**config.mk**
```make
export PLATFORM = sky130hd
export DESIGN_NAME = log_mult_seq_ctrl
export DESIGN_NICKNAME = d
export VERILOG_FILES = /design/src/rtl/log_mult_seq_ctrl.sv
export SDC_FILE = /design/constraint.sdc
export NUM_CORES = 1
export LEC_CHECK = 0
export CAP_MARGIN = 10
export CORE_MARGIN = 4
export CORE_UTILIZATION = 50
export CTS_BUF_LIST = sky130_fd_sc_hd__clkbuf_4
export CTS_CLUSTER_DIAMETER = 120
export DETAILED_ROUTE_END_ITERATION = 10
export PLACE_DENSITY_LB_ADDON = 0.15
export SYNTH_ARGS = -nofsm -noshare
export SYNTH_HDL_FRONTEND = slang
export SYNTH_SLANG_ARGS = --single-unit
```
**constraint.sdc**
```tcl
create_clock -name clk -period 12.5 [get_ports clk]
set_input_delay 1.25 -clock clk [delete_from_list [all_inputs] [get_ports clk]]
set_output_delay 1.25 -clock clk [all_outputs]
set_load 0.1 [all_outputs]
```
**src/rtl/log_mult_seq_ctrl.sv**
```systemverilog
// Sequential Mitchell logarithmic multiplier: one shared leading-one detector
// normalises A then B, and the summed logs are converted back to a 32-bit product.

module hierarchical_lod_16bit (
  input  logic [15:0] data,
  output logic [3:0]  pos
);

  logic [3:0] nz;
  logic [7:0] nib_pos;

  function automatic logic [1:0] lod4(input logic [3:0] v);
    if (v[3])      return 2'd3;
    else if (v[2]) return 2'd2;
    else if (v[1]) return 2'd1;
    else           return 2'd0;
  endfunction

  // Nibble-level detectors feed a second-level priority select.
  for (genvar n = 0; n < 4; n++) begin : g_nib
    assign nz[n]            = |data[4*n +: 4];
    assign nib_pos[2*n +: 2] = lod4(data[4*n +: 4]);
  end

  always_comb begin
    pos = {2'd0, nib_pos[1:0]};
    if (nz[3])      pos = {2'd3, nib_pos[7:6]};
    else if (nz[2]) pos = {2'd2, nib_pos[5:4]};
    else if (nz[1]) pos = {2'd1, nib_pos[3:2]};
  end

endmodule

module log_mult_seq_ctrl #(
  parameter int CNT_W = 16
) (
  input  logic             clk,
  input  logic             rst_n,
  input  logic             in_valid,
  output logic             in_ready,
  input  logic [15:0]      in_a,
  input  logic [15:0]      in_b,
  output logic             out_valid,
  input  logic             out_ready,
  output logic [31:0]      out_p,
  output logic             busy,
  output logic [CNT_W-1:0] op_count
);

  localparam logic [2:0] IDLE  = 3'd0;
  localparam logic [2:0] LOD_A = 3'd1;
  localparam logic [2:0] LOD_B = 3'd2;
  localparam logic [2:0] CALC  = 3'd3;
  localparam logic [2:0] DONE  = 3'd4;

  logic [2:0]  state;
  logic [15:0] a_q, b_q;
  logic [3:0]  k_a, k_b;
  logic [14:0] f_a, f_b;

  logic [15:0] lod_in;
  logic [3:0]  lod_pos;
  logic [15:0] frac_sum;
  logic [4:0]  exp_sum;

  // Left-justify the operand so the leading one falls off bit 15; the rest is the log fraction.
  function automatic logic [14:0] norm_frac(input logic [15:0] v, input logic [3:0] k);
    logic [15:0] sh;
    sh = v << (4'd15 - k);
    return sh[14:0];
  endfunction

  // Antilog: (1.frac) * 2^E, truncated to integer with no rounding.
  function automatic logic [31:0] antilog(input logic [15:0] m, input logic [4:0] e);
    logic [46:0] w;
    w = {31'd0, m} << e;
    return w[46:15];
  endfunction

  assign lod_in = (state == LOD_B) ? b_q : a_q;

  hierarchical_lod_16bit u_lod (
    .data (lod_in),
    .pos  (lod_pos)
  );

  assign frac_sum = {1'b0, f_a} + {1'b0, f_b};
  assign exp_sum  = {1'b0, k_a} + {1'b0, k_b} + {4'd0, frac_sum[15]};

  assign in_ready  = (state == IDLE);
  assign busy      = ~in_ready;
  assign out_valid = (state == DONE);

  always_ff @(posedge clk or negedge rst_n) begin
    if (!rst_n) begin
      state    <= IDLE;
      a_q      <= '0;
      b_q      <= '0;
      k_a      <= '0;
      k_b      <= '0;
      f_a      <= '0;
      f_b      <= '0;
      out_p    <= '0;
      op_count <= '0;
    end else begin
      case (state)
        IDLE: begin
          if (in_valid) begin
            a_q <= in_a;
            b_q <= in_b;
            if (in_a == 16'd0 || in_b == 16'd0) begin
              out_p <= '0;
              state <= DONE;
            end else begin
              state <= LOD_A;
            end
          end
        end
        LOD_A: begin
          k_a   <= lod_pos;
          f_a   <= norm_frac(a_q, lod_pos);
          state <= LOD_B;
        end
        LOD_B: begin
          k_b   <= lod_pos;
          f_b   <= norm_frac(b_q, lod_pos);
          state <= CALC;
        end
        CALC: begin
          out_p <= antilog({1'b1, frac_sum[14:0]}, exp_sum);
          state <= DONE;
        end
        DONE: begin
          if (out_ready) begin
            op_count <= op_count + {{(CNT_W-1){1'b0}}, 1'b1};
            state    <= IDLE;
          end
        end
        default: state <= IDLE;
      endcase
    end
  end

endmodule

```
* Word level (Yosys, flattened, before mapping)
Index checks and enable logic that the tools add are counted.
** Word-level totals
- Bits of input ports :: 36
- Register bits :: 121
- Word-level logic and storage cells :: 60
- Output and inout port bits :: 51
** Operators by class
- Shift-type cells :: 3
- Muxes and demuxes :: 23
- Equality and inequality tests :: 7
- Add/subtract/negate cells :: 5
- Bitwise gates (word level) :: 1
- Reductions and logical operators :: 12
** Operators by type and width (count)
- $mux W32 :: 2
- $pmux W32 S2 :: 1
- $shl A16 B5 Y47 :: 1
- $logic_not A16 Y1 :: 2
- $shl A16 B4 Y15 :: 2
- $add A15 B15 Y16 :: 1
- $add A16 B1 Y16 const B :: 1
- $mux W16 :: 1
- $mux W2 :: 8
- $pmux W3 S5 :: 1
- $mux W3 :: 4
- $reduce_or A4 Y1 :: 3
- $mux W4 :: 2
- $eq A3 B2 Y1 const B :: 2
- $reduce_and A2 Y1 :: 3
- $add A4 B4 Y5 :: 1
- $add A5 B1 Y5 :: 1
- $mux W1 :: 4
- $ne A2 B1 Y1 const B :: 2
- $sub A4 B4 Y4 const A :: 1
- $eq A3 B1 Y1 const B :: 1
- $eq A3 B3 Y1 const B :: 1
- $logic_not A3 Y1 :: 1
- $reduce_and A3 Y1 :: 1
- other kinds (4) :: 4

* Longest topological paths before layout
- Word-level depth :: 10
- Depth in mapped cells :: 20
- Gate-level depth less buffers :: 18

* Hierarchy
From an unflattened synthesis, not the netlist that was laid out.
** Unflattened totals
- Cell total of the unflattened synthesis :: 894
- Area total of the unflattened synthesis :: 8062.7 um^2
** By module, submodules not included
- log_mult_seq_ctrl :: seq. area each 3027.9 um^2, cells each 872, area an instance 7942.6 um^2, times used 1
- hierarchical_lod_16bit :: seq. area each 0.0 um^2, cells each 22, area an instance 120.1 um^2, times used 1

* Worst setup path before layout
OpenSTA, ideal clock, no wires.
- Path type :: register -> register
- From :: register f_a[3]
- To :: register out_p[7]
- Path slack :: 8.266 ns
- Setup time :: 0.136 ns
- Period minus slack after synthesis :: 4.234 ns
- Arrival time :: 4.098 ns
- Buffers on the path :: 3
- Data required time :: 12.364 ns
- Cell stages (with the launch flop) :: 18
- Cell sequence :: dfrtp_1 ha_1 buf_2 o211ai_1 o21ai_0 o211ai_1 a21oi_1 o21ai_0 nand2_1 a21oi_1 fa_1 fa_1 xnor2_1 clkbuf_1 clkbuf_1 o21ai_0 a221oi_1 o21ai_0
** On the way
- Cells in the longest elaborated chain, start to end :: 4
** RTL lines
- start, declared :: line 59 : logic [14:0] f_a, f_b;
- start signal, assigned :: line 121 : f_a <= norm_frac(a_q, lod_pos);
- $add A15 B15 Y16 (*) :: line 87 : assign frac_sum = {1'b0, f_a} + {1'b0, f_b};
- $add A5 B1 Y5 :: line 88 : assign exp_sum = {1'b0, k_a} + {1'b0, k_b} + {4'd0, frac_sum[15]};
- $shl A16 B5 Y47 (*) :: line 76 : w = {31'd0, m} << e;
- $pmux W32 S2 (*) :: line 106 : case (state)
- end signal, assigned :: line 130 : out_p <= antilog({1'b1, frac_sum[14:0]}, exp_sum);
- end, declared :: line 45 : output logic [31:0] out_p,
Mark *: on every way between the ends. The rest lies on a longest branch, timed or not.
A chain may end at the register's enable or synchronous reset.

* Worst setup path after layout
- From :: register f_a[3]
- To :: register out_p[14]
The elaborated chain is that of the path after synthesis.

==> summary.md <==
| Metric | Value |
|---|---|
| Final Non-Filler Cells | `1,146` |
| Port-buffer cells | `86` |
| GRT Residual Overflow | `0` |
| Reg2Reg Setup Slack | `7030 ps` |
| Row count | `45` |
| End of the critical path | `out_p[14]` |
| Dominant synthesized flop cell | `dfrtp_1` |
| Final setup vio count | `0` |
| Setup TNS Final | `0 ps` |
| Remaining antenna violation count | `0` |
| Largest family of logic cells by synthesized area | `compound AO/OA/AOI/OAI gates` |
| Worst-skew pair later-pin latency | `540 ps` |
| Setup bufs post-CTS | `0` |
| Inst Count DP | `1,113` |
| Hold-fix buffer count after cts | `0` |
| Cells after synthesis | `854` |
| Chip width | `133.8 um` |
| Critical Path RT | `12,920 ps` |
| Crit path DAT | `5890 ps` |
| Mux share of post-synthesis cell area | `12.80%` |
| Status | `finished, final reports clean` |
| Die height | `133.8 um` |
| Worst r2r src | `f_a[3]` |
| Synth Area in Compound Gates | `21.99%` |
| Die area | `0.01791 mm^2` |
| Synth-to-layout area growth | `16.20%` |
| Starting Density | `51.49%` |
| Initial DRC Count | `759` |
| Post-Synth XOR/XNOR Area | `3.098%` |
| CTS tree | `yes` |
| Slew HR | `23.48%` |
| Per-cell routed wire length | `20.11 um` |
| Max Cap Violations | `0` |
| Core Util, Final | `59.84%` |
| Kind of critical path | `reg2reg` |
| Layout Nets | `979` |
| Seq/Total Area, Yosys | `38.25%` |
| Worst reg-to-reg path cell count | `18` |
| Simple-gate share of the synthesized area | `16.65%` |
| Layout fillers | `1,338` |
| Clock H-tree levels | `4` |
| Shortest period the worst path allows | `5465 ps` |
| Vias in the first global route | `6,913` |
| Fin crit share | `43.72%` |
| Hold Vio Cnt, Final | `0` |
| Type of the tightest min-delay check | `reg2reg` |
| Total core area | `0.01537 mm^2` |
| Yosys warns | `0` |
| CP Launch Type | `register` |
| Largest net degree at the start of global routing | `64` |
| Initial antenna violation count | `1` |
| Slew Viols, Final | `0` |
| Post-synthesis register bit count | `121` |
| First-pass GRT wire length | `37,020 um` |
| Async set-reset flop share out of synthesis | `100.0%` |
| Drt pass-1 iters | `5` |
| Mapped Nets | `912` |
| Crit path from | `f_a[3]` |
| Clk buf depth | `2` |
| Cts repair resizes | `0` |
| CP endpoint kind | `register` |
| Vias | `7,179` |
| Mapped cell area | `0.007915 mm^2` |
| Number of synthesized flops with an enable pin | `0` |
| Dpl hpwl | `17,280 um` |
| Post-synth cell types | `74` |
| Max frequency | `183.0 MHz` |
| Mean post-synth cell area | `9.268 um^2` |
| Largest fanout on the critical path | `22` |
| Share of cells above drive strength 1 | `10.49%` |
| DRC | `0` |
| Worst r2r dst | `out_p[14]` |
| GPL Wtd Cong | `0.9510` |
| # IOs | `87` |
| Clock root buffer | `clkbuf_4` |
| Unrepaired setup endpoints after global routing | `no` |
| Clk sink count | `121` |
| Adder-Cell Fraction of Synth Area | `3.762%` |
| Clk_skew | `32.79 ps` |
| Register clock-pin slew on the reported worst setup and hold paths | `130 ps` |
| CTS Buf Count | `17` |
| Worst Max-Slew Pin Slew | `1148 ps` |
| GRT Resource Usage Total | `25.58%` |
| Via/cell ratio | `6.264` |
| Final WL | `23,040 um` |
==> worst min-delay path by stage <==
stage | start | end | slack (ps) | cells past startpoint
after global placement | k_a[3] | k_a[3] | 470 | 2
after CTS | op_count[15] | op_count[15] | 500 | 1
final | op_count[15] | op_count[15] | 500 | 1
after global routing | op_count[11] | op_count[11] | 530 | 1
after floorplan | f_b[10] | f_b[10] | 450 | 2
after detailed placement | out_p[29] | out_p[29] | 480 | 2
==> flip-flops by register name (all words and copies together), names as in the netlist <==
| signal | flops |
|---|---|
| b_q | 16 |
| op_count | 16 |
| f_a | 15 |
| f_b | 15 |
| k_a | 4 |
| k_b | 4 |
| state | 3 |
| out_p | 32 |
| a_q | 16 |
==> kinds of logic (layout without fill, tap and decap cells) <==
group,count (synthesis),in the layout
xor gates and xnor gates,28,28
adders and majority gates,22,22
muxes,93,93
AOI/OAI and AO/OA,248,248
and+or+nand+nor,276,276
DFF,121,121
buffers and inverters,66,146
other,0,1
==> area by class of cell <==
class,instances,area [um^2],area share [%]
Antenna cell,1,2.502,0.02721
Clock buffer,19,142.6,1.551
Clock inverter,13,132.6,1.442
Inverter,18,67.56,0.7346
Multi-Input combinational cell,667,4627,50.31
Sequential cell,121,3028,32.92
Tap cell,211,264.0,2.870
Timing Repair Buffer,96,933.4,10.15
==> cells in the final DEF (no fill, tap or decap), drive strengths merged, types with 10 or more instances in the layout <==
cell           netlist  layout
o211ai              12      12
nor4                15      15
nor2                69      69
nand2               90      90
clkdlybuf4s50        0      85
nand3               19      19
nand2b              11      11
ha                  19      19
a21oi               40      40
a211oi              10      10
o21ai               62      62
xnor2               19      19
mux2                36      36
nor3                22      22
clkbuf              34      19
a221oi              12      12
a22oi               26      26
dfrtp              121     121
a21o                12      12
inv                 18      26
buf                 14      11
mux2i               55      55
==> layer usage <==
metal	vias up	GRT usage (%)	routed length [um]
met3	36	5.139	1517
met5	-	0	0
met4	0	7.257	398
met2	296	40.62	10800
met1	3496	35.75	10330
li1	3351	-	-
==> synth_stat cells, types with 6 or more instances <==
cell	number	share of area [%]
nor4_1	15	1.2
nand2b_1	11	0.87
nand2_1	90	4.3
xnor2_1	19	2.1
mux2_2	36	5.1
nand3_1	19	1.2
a21o_1	12	1.1
o221ai_1	8	0.89
nor3_1	21	1.3
a21oi_1	39	2.5
mux2i_1	54	6.8
clkbuf_1	34	1.6
o31ai_1	6	0.57
a22oi_1	26	2.5
a221oi_1	11	1.2
ha_1	19	3.0
o22ai_1	6	0.47
nand4_1	8	0.63
and2_1	7	0.55
o21ai_0	53	3.4
a221o_1	8	1.0
a211oi_1	10	0.95
xor2_1	9	1.0
inv_1	18	0.85
nor2_1	69	3.3
nor3b_1	7	0.66
and3_1	8	0.63
dfrtp_1	121	38
o211ai_1	12	1.1
o21ai_1	9	0.57
==> worst max-delay path: stages, from the launching register on <==
cell and delay, ps:
dfrtp_1 400, ha_1 430, o211ai_1 150, o21ai_0 550, o211ai_1 190, a21oi_1 160
o21ai_0 90, nand2_1 100, a21oi_1 80, fa_1 420, fa_1 960, inv_1 460
or3_1 470, mux2i_1 140, a221o_1 170, nand2_1 60, o21ai_0 120, o22ai_1 130
a221o_1 280
==> per-stage QoR <==
| stage | instance area [um^2] | setup slack, ps | hold WS [ps] |
|---|---|---|---|
| 5_1_grt | 9198 | 6647 | 527.6 |
| 3_5_place_dp | 8920 | 7094 | 476.8 |
| 4_1_cts | 9195 | 7077 | 502.1 |
| 6_report | 9198 | 7035 | 496.0 |
| 2_1_floorplan | 7915 | 8266 | 453.0 |
| 3_3_place_gp | 8920 | 7262 | 472.9 |
Power is not shown: default switching activity piles up to over one toggle a cycle in this logic, so the estimate is an artifact.
